**src/rtl/msg_uart_pkg.sv**
```systemverilog
// Shared definitions for the message UART transmitter.
// Holds the sequencer state type, the UART frame geometry, the line-ending
// characters used by the optional CR/LF trailer, and the default bit period.
package msg_uart_pkg;

    // 50 MHz system clock / 115200 baud
    localparam int DEFAULT_CLKS_PER_BIT = 434;

    // start + 8 data + stop
    localparam int UART_FRAME_BITS = 10;

    localparam logic [7:0] ASCII_CR = 8'h0D;
    localparam logic [7:0] ASCII_LF = 8'h0A;

    typedef enum logic [2:0] {
        ST_IDLE,
        ST_RD,
        ST_WAIT,
        ST_CAP,
        ST_SEND,
        ST_NEXT,
        ST_DONE
    } state_t;

endpackage

```
**src/rtl/msg_uart_tx_byte.sv**
```systemverilog
// uart_tx_byte: single-byte 8N1 serializer.
// A load pulse latches byte_in and starts a frame on the next cycle:
// start bit (0), eight data bits LSB first, stop bit (1), each bit
// CLKS_PER_BIT cycles long.
//
// Ports:
//   clk        system clock
//   rst        asynchronous active-high reset (tx returns to idle high)
//   load       one-cycle request to send byte_in; only issued while idle
//   byte_in    byte to send, sampled on load
//   tx         serial output, idles high
//   byte_done  one-cycle pulse during the last cycle of the stop bit
module uart_tx_byte
    import msg_uart_pkg::*;
#(
    parameter int CLKS_PER_BIT = DEFAULT_CLKS_PER_BIT
) (
    input  logic       clk,
    input  logic       rst,
    input  logic       load,
    input  logic [7:0] byte_in,
    output logic       tx,
    output logic       byte_done
);

    localparam int              CW       = $clog2(CLKS_PER_BIT);
    localparam logic [CW-1:0]   CLK_LAST = CW'(CLKS_PER_BIT - 1);
    localparam logic [3:0]      BIT_LAST = 4'(UART_FRAME_BITS - 1);

    logic          active;
    logic [CW-1:0] clk_cnt;
    logic [3:0]    bit_cnt;
    // data bits followed by the stop bit; shifted out LSB first after start
    logic [8:0]    shreg;

    always_ff @(posedge clk or posedge rst) begin
        if (rst) begin
            active  <= 1'b0;
            clk_cnt <= '0;
            bit_cnt <= '0;
            shreg   <= '1;
            tx      <= 1'b1;
        end else if (load) begin
            active  <= 1'b1;
            clk_cnt <= '0;
            bit_cnt <= '0;
            shreg   <= {1'b1, byte_in};
            tx      <= 1'b0;
        end else if (active) begin
            if (clk_cnt == CLK_LAST) begin
                clk_cnt <= '0;
                if (bit_cnt == BIT_LAST) begin
                    active  <= 1'b0;
                    bit_cnt <= '0;
                    tx      <= 1'b1;
                end else begin
                    bit_cnt <= bit_cnt + 4'd1;
                    tx      <= shreg[0];
                    shreg   <= {1'b1, shreg[8:1]};
                end
            end else begin
                clk_cnt <= clk_cnt + CW'(1);
            end
        end
    end

    assign byte_done = active && (bit_cnt == BIT_LAST) && (clk_cnt == CLK_LAST);

endmodule

```
**src/rtl/msg_uart_tx.sv**
```systemverilog
// msg_uart_tx: reads MSG_LEN bytes from the decrypted-message RAM in address
// order and sends each one as an 8N1 UART frame on tx.
// Optional build macro MSG_UART_TX_CRLF_EN appends a CR, LF trailer after the
// message (RAM released before the CR frame).
//
// Ports:
//   clk       system clock
//   rst       asynchronous active-high reset
//   start     one-cycle transfer request, honoured only in IDLE
//   mem_q     RAM read data, valid the cycle after mem_addr is sampled
//   mem_addr  RAM read address (registered)
//   mem_req   high while this block owns the RAM read port
//   tx        UART serial output, idles high
//   busy      high from leaving IDLE until DONE is entered
//   done      one-cycle pulse after the last stop bit
//
// state   | meaning
// --------+-----------------------------------------------------------
// IDLE    | waiting for start
// RD      | mem_addr presented to the RAM
// WAIT    | RAM read latency
// CAP     | mem_q (or trailer char) handed to the serializer
// SEND    | frame on the wire, wait for byte_done
// NEXT    | advance address, or finish
// DONE    | done pulse, release RAM
module msg_uart_tx
    import msg_uart_pkg::*;
#(
    parameter int CLKS_PER_BIT = DEFAULT_CLKS_PER_BIT,
    parameter int MSG_LEN      = 32,
    parameter int ADDR_W       = 5
) (
    input  logic              clk,
    input  logic              rst,
    input  logic              start,
    input  logic [7:0]        mem_q,
    output logic [ADDR_W-1:0] mem_addr,
    output logic              mem_req,
    output logic              tx,
    output logic              busy,
    output logic              done
);

    // Termination is by compare against the last address, so MSG_LEN equal
    // to 2**ADDR_W ends on all-ones without ever wrapping the address.
    localparam logic [ADDR_W-1:0] LAST_ADDR = ADDR_W'(MSG_LEN - 1);

    state_t            state_q, state_nxt;
    logic [ADDR_W-1:0] addr_q, addr_nxt;
    logic              req_q, req_nxt;
    logic              busy_q, busy_nxt;
    logic              load;
    logic [7:0]        tx_byte;
    logic              byte_done;

`ifdef MSG_UART_TX_CRLF_EN
    localparam logic [1:0] TAIL_NONE = 2'd0;
    localparam logic [1:0] TAIL_CR   = 2'd1;
    localparam logic [1:0] TAIL_LF   = 2'd2;

    logic [1:0] tail_q, tail_nxt;
`endif

    always_ff @(posedge clk or posedge rst) begin
        if (rst) begin
            state_q <= ST_IDLE;
            addr_q  <= '0;
            req_q   <= 1'b0;
            busy_q  <= 1'b0;
`ifdef MSG_UART_TX_CRLF_EN
            tail_q  <= TAIL_NONE;
`endif
        end else begin
            state_q <= state_nxt;
            addr_q  <= addr_nxt;
            req_q   <= req_nxt;
            busy_q  <= busy_nxt;
`ifdef MSG_UART_TX_CRLF_EN
            tail_q  <= tail_nxt;
`endif
        end
    end

    always_comb begin
        state_nxt = state_q;
        addr_nxt  = addr_q;
        req_nxt   = req_q;
        busy_nxt  = busy_q;
        load      = 1'b0;
        done      = 1'b0;
        tx_byte   = mem_q;
`ifdef MSG_UART_TX_CRLF_EN
        tail_nxt  = tail_q;
        case (tail_q)
            TAIL_CR: tx_byte = ASCII_CR;
            TAIL_LF: tx_byte = ASCII_LF;
            default: tx_byte = mem_q;
        endcase
`endif

        case (state_q)
            ST_IDLE: begin
                if (start) begin
                    addr_nxt  = '0;
                    req_nxt   = 1'b1;
                    busy_nxt  = 1'b1;
                    state_nxt = ST_RD;
`ifdef MSG_UART_TX_CRLF_EN
                    tail_nxt  = TAIL_NONE;
`endif
                end
            end
            ST_RD:   state_nxt = ST_WAIT;
            ST_WAIT: state_nxt = ST_CAP;
            ST_CAP: begin
                load      = 1'b1;
                state_nxt = ST_SEND;
            end
            ST_SEND: begin
                if (byte_done) state_nxt = ST_NEXT;
            end
            ST_NEXT: begin
`ifdef MSG_UART_TX_CRLF_EN
                if (tail_q == TAIL_LF) begin
                    busy_nxt  = 1'b0;
                    req_nxt   = 1'b0;
                    state_nxt = ST_DONE;
                end else if (tail_q == TAIL_CR) begin
                    tail_nxt  = TAIL_LF;
                    state_nxt = ST_RD;
                end else if (addr_q == LAST_ADDR) begin
                    // trailer frames come from constants; RAM no longer needed
                    tail_nxt  = TAIL_CR;
                    req_nxt   = 1'b0;
                    state_nxt = ST_RD;
                end else begin
                    addr_nxt  = addr_q + ADDR_W'(1);
                    state_nxt = ST_RD;
                end
`else
                if (addr_q == LAST_ADDR) begin
                    busy_nxt  = 1'b0;
                    req_nxt   = 1'b0;
                    state_nxt = ST_DONE;
                end else begin
                    addr_nxt  = addr_q + ADDR_W'(1);
                    state_nxt = ST_RD;
                end
`endif
            end
            ST_DONE: begin
                done      = 1'b1;
                state_nxt = ST_IDLE;
            end
            default: state_nxt = ST_IDLE;
        endcase
    end

    uart_tx_byte #(
        .CLKS_PER_BIT (CLKS_PER_BIT)
    ) u_ser (
        .clk       (clk),
        .rst       (rst),
        .load      (load),
        .byte_in   (tx_byte),
        .tx        (tx),
        .byte_done (byte_done)
    );

    assign mem_addr = addr_q;
    assign mem_req  = req_q;
    assign busy     = busy_q;

endmodule
```
**config.mk**
```make
export PLATFORM = sky130hd
export DESIGN_NAME = msg_uart_tx
export DESIGN_NICKNAME = d
export VERILOG_FILES = /design/src/rtl/msg_uart_pkg.sv /design/src/rtl/msg_uart_tx_byte.sv /design/src/rtl/msg_uart_tx.sv
export SDC_FILE = /design/constraint.sdc
export NUM_CORES = 1
export LEC_CHECK = 0
export BUFFER_PORTS_ARGS = -buffer_cell sky130_fd_sc_hd__buf_2
export CAP_MARGIN = 20
export CORE_ASPECT_RATIO = 0.5
export CORE_MARGIN = 2
export CORE_UTILIZATION = 59
export DETAILED_ROUTE_END_ITERATION = 7
export PLACE_DENSITY = 0.91
export SLEW_MARGIN = 0
export SYNTH_ARGS = -nofsm -noshare
export SYNTH_HDL_FRONTEND = slang
export SYNTH_SLANG_ARGS = --single-unit
```
**constraint.sdc**
```tcl
create_clock -name clk -period 3.3 [get_ports clk]
set_input_delay 0.495 -clock clk [delete_from_list [all_inputs] [get_ports clk]]
set_output_delay 0.495 -clock clk [all_outputs]
set_load 0.01 [all_outputs]
```
==> results.sh, run 1 <==
export IMPL_status="finished clean"
export IMPL_ios=20
export IMPL_drv_slew=0
export IMPL_io_buffers=19
export IMPL_crit_family="simple AND/OR/NAND/NOR gates"
export IMPL_maxSlewHeadroom_pct=50.40
export IMPL_drcViolationCount=0
export IMPL_synth_net_count=189
export IMPL_met2_length_mm=1.695
export IMPL_cts_htree_levels=2
export IMPL_cts_sinks=32
export IMPL_vias=1330
export IMPL_routed_wl_mm=3.516
export IMPL_syn_avg_cell_area_sq_um=10.00
export IMPL_cp_depth=3
export IMPL_synth_most_common_cell="nand2_1"
export IMPL_fill_cells=180
export IMPL_clock_path_buffers=2
export IMPL_whs_ps=331.4
export IMPL_power_density_mw_per_mm2=387.5
export IMPL_drive_above_1_share_pct=25.52
export IMPL_cts_root_buf="clkbuf_8"
export IMPL_die_height_microns=42.07
export IMPL_drt_iter0_markers=67
export IMPL_period_needed_ps=2038
export IMPL_highest_layer="met4"
export IMPL_place_gp_congestion=0.7447
export IMPL_rrSetupSlack_ps=1260
export IMPL_synth_ff_type="dfrtp_1"
export IMPL_n_antenna_cell=0
export IMPL_crit_fanout=19
export IMPL_min_period_over_period_pct=61.75
export IMPL_synthTopCellsByArea="dfrtp_1 (34%), dfstp_2 (14%), nand2_1 (7.5%)"
export IMPL_hold_viol=0
export IMPL_ys_types=38
export IMPL_syn_area_sq_mm=0.001710
export IMPL_antenna_found_initial=0
export IMPL_grt_max_degree=20
export IMPL_p_leak_uw=0.0009055
export IMPL_endpoint="u_ser.bit_cnt[0]$_DFFE_PP0P_"
export IMPL_synth_seq_cells=32
export IMPL_route_met3_wl_microns=148
export IMPL_path_class="flop to flop"
export IMPL_path_buf_inv=0
export IMPL_crit_required_ps=3470
export IMPL_ys_async_sr_fraction_pct=100.0
export IMPL_worstMarginPinSlew_ps=741.7
export IMPL_grt_ovfl_total=0
export IMPL_grt_pass1_wl_mm=6.037
export IMPL_power_uw=742.3
export IMPL_reg2regPathDepth=3
export IMPL_postCtsHoldBufs=0
export IMPL_seq_area_frac_synth_pct=47.48
export IMPL_slowest_delay_ps=640
export IMPL_hpwlAfterDp_mm=2.376
export IMPL_synthTopCellsByCount="nand2_1 (34), dfrtp_1 (23), nor2_1 (13)"
export IMPL_ant_nets=0
export IMPL_die_w_microns=80.15
export IMPL_insertion_delay_ps=280
export IMPL_cts_setup_buffers=0
export IMPL_end_kind="flop"
export IMPL_wl_per_cell_microns=15.35
export IMPL_syn_instance_count=171
export IMPL_clkSlewWorstSetupHoldPaths_ps=60
export IMPL_die_area_sq_mm=0.003372
export IMPL_startpoint_type="flop"
export IMPL_initial_core_util_pct=64.12
export IMPL_fp_coreArea_sq_mm=0.002668
export IMPL_finalSetupViolCount=0
export IMPL_avgViaCountPerCell=5.808
export IMPL_synth_edf_count=0
export IMPL_ys_warn_count=0
export IMPL_worstPathArrival_ps=2210
export IMPL_crit_chain="nand3b_1 -> nand2_1 -> mux2_2"
export IMPL_r2r_end="u_ser.bit_cnt[0]$_DFFE_PP0P_"
export IMPL_grt_pass1_vias=1314
export IMPL_cts_resized=0
export IMPL_fmax_mhz=490.7
export IMPL_cts_tree="built"
export IMPL_rr_startpoint="state_q[2]$_DFFE_PP0P_"
export IMPL_synth_top_cell_area_share_pct=33.65
export IMPL_hp_class="primary input to async pin"
export IMPL_final_setup_tns_ps=0
export IMPL_cts_buffers=5
export IMPL_rsz0062_at_grt="false"
export IMPL_area_growth_syn_to_layout_pct=12.00
export IMPL_m1WireLength_mm=1.597
export IMPL_cp_startpoint="state_q[2]$_DFFE_PP0P_"
export IMPL_max_vdd_ir_drop_uv=300.7
export IMPL_slowest_stage="nand3b_1"
export IMPL_skew_ps=4.781
export IMPL_cap_violations=0
export IMPL_grtUsageTotal_pct=23.70
export IMPL_yosysTopAreaCell="dfrtp_1"
export IMPL_num_rows=13
export IMPL_finalNetCount=209
export IMPL_dr_pass1_iters=4
## power by group
group | total, uW | switching [uW] | internal (uW)
logic | 28.3 | 16.2 | 12.1
registers | 407 | 3.89 | 403
clock network | 308 | 138 | 170
total | 742 | 158 | 585
## layout by cell type, fill, tap and decap left out, types with 2 or more instances in the layout
master,synthesis,layout
nand4_1,2,2
clkbuf_1,3,2
o211ai_1,2,2
a22o_1,2,2
nand2_1,34,34
o21ai_0,9,9
ha_1,7,7
nand3_1,3,3
clkbuf_8,0,6
a21oi_1,3,3
nor3_1,2,2
o2111ai_1,2,2
and3_1,2,2
nand2b_1,4,4
and4_1,3,3
inv_1,7,7
dfrtp_1,23,23
nand3b_1,2,2
nor2_1,13,13
xor2_1,6,6
buf_2,3,19
mux2_2,9,9
a31oi_1,4,4
or4_1,2,2
dfstp_2,9,9
o41ai_1,2,2
## sequential cells by signal, summed over array words and instances (netlist names)
name           cells
mem_addr           5
state_q            3
u_ser.bit_cnt      4
u_ser.shreg        8
busy               1
u_ser.tx           1
u_ser.active       1
u_ser.clk_cnt      9
## layout make-up
cell class / count / area [sq um] / share of cell area (%)
Multi-Input combinational cell: 125 / 838.3 / 43.76
Tap cell: 37 / 46.29 / 2.417
Clock buffer: 8 / 90.09 / 4.703
Sequential cell: 32 / 812.0 / 42.39
Inverter: 7 / 26.28 / 1.372
Timing Repair Buffer: 20 / 102.6 / 5.356
## worst min-delay path by stage
stage,startpoint,endpoint,cells past startpoint
2_1_floorplan,u_ser.clk_cnt[8]$_DFFE_PP0P_,u_ser.clk_cnt[8]$_DFFE_PP0P_,1
3_3_place_gp,u_ser.shreg[0]$_DFFE_PP1P_,u_ser.tx$_DFFE_PP1P_,2
3_5_place_dp,u_ser.shreg[0]$_DFFE_PP1P_,u_ser.tx$_DFFE_PP1P_,2
4_1_cts,rst,u_ser.bit_cnt[1]$_DFFE_PP0P_,2
5_1_grt,rst,mem_addr[3]$_DFFE_PP0P_,2
6_report,rst,u_ser.bit_cnt[0]$_DFFE_PP0P_,2
## routing by layer
layer  global-route usage [%]  vias to the layer above
met5                        0                        -
met4                    10.17                        0
met3                    6.466                       11
met2                    38.33                       43
met1                    30.20                      634
li1                         -                      642
## worst register-to-register path: cells and delay by family, from the launching register on
family	cells	cell delay (ps)
simple gates	2	1090
flops	1	470
mux	1	370
## cell families after synthesis
group	count (synthesis)	share of synthesized area, %
XOR/XNOR	6	3.072
adder cells (fa/ha/maj)	7	5.120
AO/OA/AOI/OAI	30	12.51
multiplexers	9	5.926
AND/OR/NAND/NOR	73	22.38
flip-flops	32	47.48
buffers and inverters	14	3.511
## through the flow
step | worst slack [ps] | util [%] | instance area [sq um] | cells
floorplan | 1500 | - | 1710 | 171
global placement | 1368 | 68.43 | 1826 | 221
detailed placement | 1309 | 68.43 | 1826 | 221
CTS | 1282 | 71.81 | 1916 | 229
global route | 1081 | 71.81 | 1916 | 229
finish | 1262 | 71.81 | 1916 | 229
Power figures use the tool's default switching activity.
==> run 2: changes to the inputs <==
CORE_UTILIZATION = 57   (was 59)
PLACE_DENSITY = 0.88   (was 0.91)
clock period = 2 ns   (was 3.3 ns; I/O delays follow)
==> run 2 against run 1 <==
  * Combinational power is 60% higher
  * Clock skew is 2.2 ps higher
  * Critical path type unchanged
  * Clock-buffer cell count stayed put
  * Clock power is 75% higher
  * Sequential share of layout area is 0.79 points lower
  * Largest cell class unchanged
  * Sequential power is 65% higher
  * First-iteration DRC count is 3.0% higher
  * Highest routed layer unchanged
==> results.sh, run 2 (same netlist as run 1, synthesis figures left out) <==
export IMPL_cts_tree="built"
export IMPL_grt_pass1_vias=1308
export IMPL_reg2regPathDepth=6
export IMPL_crit_fanout=7
export IMPL_drv_slew=0
export IMPL_dr_pass1_iters=4
export IMPL_hold_viol=0
export IMPL_skew_ps=6.947
export IMPL_cts_root_buf="clkbuf_8"
export IMPL_clock_path_buffers=2
export IMPL_n_antenna_cell=0
export IMPL_wl_per_cell_microns=14.88
export IMPL_clockPowerShare_pct=42.9
export IMPL_clkSlewWorstSetupHoldPaths_ps=70
export IMPL_regMostFlops="u_ser.clk_cnt"
export IMPL_r2r_end="mem_addr[0]$_DFFE_PP0P_"
export IMPL_ant_nets=0
export IMPL_rsz0062_at_grt="false"
export IMPL_power_uw=1256
export IMPL_combPwrFrac_pct=3.6
export IMPL_maxSlewHeadroom_pct=67.33
export IMPL_routed_wl_mm=3.452
export IMPL_drcViolationCount=0
export IMPL_fin_ws_ps=94.84
export IMPL_largest_reg_flops=9
export IMPL_cap_violations=0
export IMPL_finalSetupViolCount=0
export IMPL_finalNetCount=212
export IMPL_rrSetupSlack_ps=90
export IMPL_initial_core_util_pct=62.97
export IMPL_hpwlAfterDp_mm=2.388
export IMPL_num_rows=13
export IMPL_switchingPower_uw=257.6
export IMPL_grt_pass1_wl_mm=6.037
export IMPL_startpoint_type="flop"
export IMPL_postCtsHoldBufs=0
export IMPL_io_buffers=19
export IMPL_place_gp_congestion=0.8814
export IMPL_avgViaCountPerCell=5.759
export IMPL_cts_htree_levels=2
export IMPL_end_kind="flop"
export IMPL_max_vdd_ir_drop_uv=590.2
export IMPL_cts_buffers=5
export IMPL_final_common_cell="nand2_1"
export IMPL_hp_class="primary input to async pin"
export IMPL_intPower_uw=998.2
export IMPL_p_leak_uw=0.0009269
export IMPL_utilization_pct=71.86
export IMPL_drive_above_1_share_pct=27.18
export IMPL_die_w_microns=81.47
export IMPL_worstMarginPinSlew_ps=486.3
export IMPL_switching_share_pct=20.51
export IMPL_grtUsageTotal_pct=23.13
export IMPL_grt_max_degree=33
export IMPL_die_height_microns=42.74
export IMPL_insertion_delay_ps=290
export IMPL_final_setup_tns_ps=0
export IMPL_status="finished clean"
export IMPL_fill_cells=181
export IMPL_drt_iter0_markers=69
export IMPL_min_period_over_period_pct=95.26
export IMPL_worstPathArrival_ps=2070
export IMPL_die_area_sq_mm=0.003482
export IMPL_layout_common_cells="nand2_1 (34), dfrtp_1 (23), buf_2 (19)"
export IMPL_ios=20
export IMPL_whs_ps=91.67
export IMPL_antenna_found_initial=0
export IMPL_fp_coreArea_sq_mm=0.002716
export IMPL_seq_power_share_pct=53.4
export IMPL_grt_ovfl_total=0
export IMPL_period_needed_ps=1905
export IMPL_power_density_mw_per_mm2=643.3
export IMPL_area_growth_syn_to_layout_pct=14.12
export IMPL_path_class="flop to flop"
export IMPL_vias=1336
export IMPL_cts_sinks=32
export IMPL_rr_startpoint="mem_addr[0]$_DFFE_PP0P_"
export IMPL_place_ws_ps=126.0
export IMPL_crit_required_ps=2170
export IMPL_fmax_mhz=524.9
## run 2: changes by cell type in the layout (fill, tap and decap cells not counted), sizes merged
cell,change
buf,+3
## run 2: power by group through the flow
| stage | combinational (uW) | clock, uW | sequential, uW |
|---|---|---|---|
| after floorplan | 25.4 | 0 | 681 |
| after global placement | 43.7 | 0 | 681 |
| after detailed placement | 46.2 | 0 | 682 |
| after CTS | 46.7 | 548 | 671 |
| after global routing | 51.8 | 580 | 672 |
| final | 45.3 | 539 | 671 |
## run 2: metrics by stage
stage / std cells / instance area [sq um]
6_report: 232 / 1952
5_1_grt: 232 / 1952
4_1_cts: 232 / 1948
3_5_place_dp: 224 / 1848
3_3_place_gp: 224 / 1848
2_1_floorplan: 171 / 1710
## run 2: how the worst max path moves through the flow
stage	slack [ps]	from	cells after the start	endpoint
2_1_floorplan	200	mem_addr[0]$_DFFE_PP0P_	6	mem_addr[0]$_DFFE_PP0P_
3_3_place_gp	150	mem_addr[0]$_DFFE_PP0P_	6	mem_addr[0]$_DFFE_PP0P_
3_5_place_dp	130	mem_addr[0]$_DFFE_PP0P_	6	mem_addr[0]$_DFFE_PP0P_
4_1_cts	60	mem_addr[0]$_DFFE_PP0P_	6	mem_addr[0]$_DFFE_PP0P_
5_1_grt	10	mem_addr[0]$_DFFE_PP0P_	6	mem_addr[0]$_DFFE_PP0P_
6_report	90	mem_addr[0]$_DFFE_PP0P_	6	mem_addr[0]$_DFFE_PP0P_
## run 2: worst max-delay path: stages (launching register included)
cell      delay [ps]
dfrtp_1          420
ha_1             230
and3_1           210
ha_1             180
and4bb_4         360
nor2_1           100
mux2_2           290
## run 2: what timing repair did
action	4_1_cts	5_1_grt
endpoints found under the setup margin	0	2
setup buffers	0	0
gates resized for setup	0	1
## run 2: routing by layer
| layer | vias up | part of all wire, % | wire, microns | track usage [%] |
|---|---|---|---|---|
| li1 | 647 | - | - | - |
| met4 | 0 | 1.4 | 47 | 6.441 |
| met2 | 22 | 50 | 1713 | 39.02 |
| met3 | 7 | 3.0 | 102 | 5.106 |
| met5 | - | 0 | 0 | 0 |
| met1 | 660 | 46 | 1589 | 30.22 |
## run 2: layout make-up
type,instances,area [sq um],area share [%]
Tap cell,37,46.29,2.372
Sequential cell,32,812.0,41.60
Timing Repair Buffer,23,125.1,6.410
Clock buffer,8,100.1,5.128
Multi-Input combinational cell,125,842.1,43.14
Inverter,7,26.28,1.346
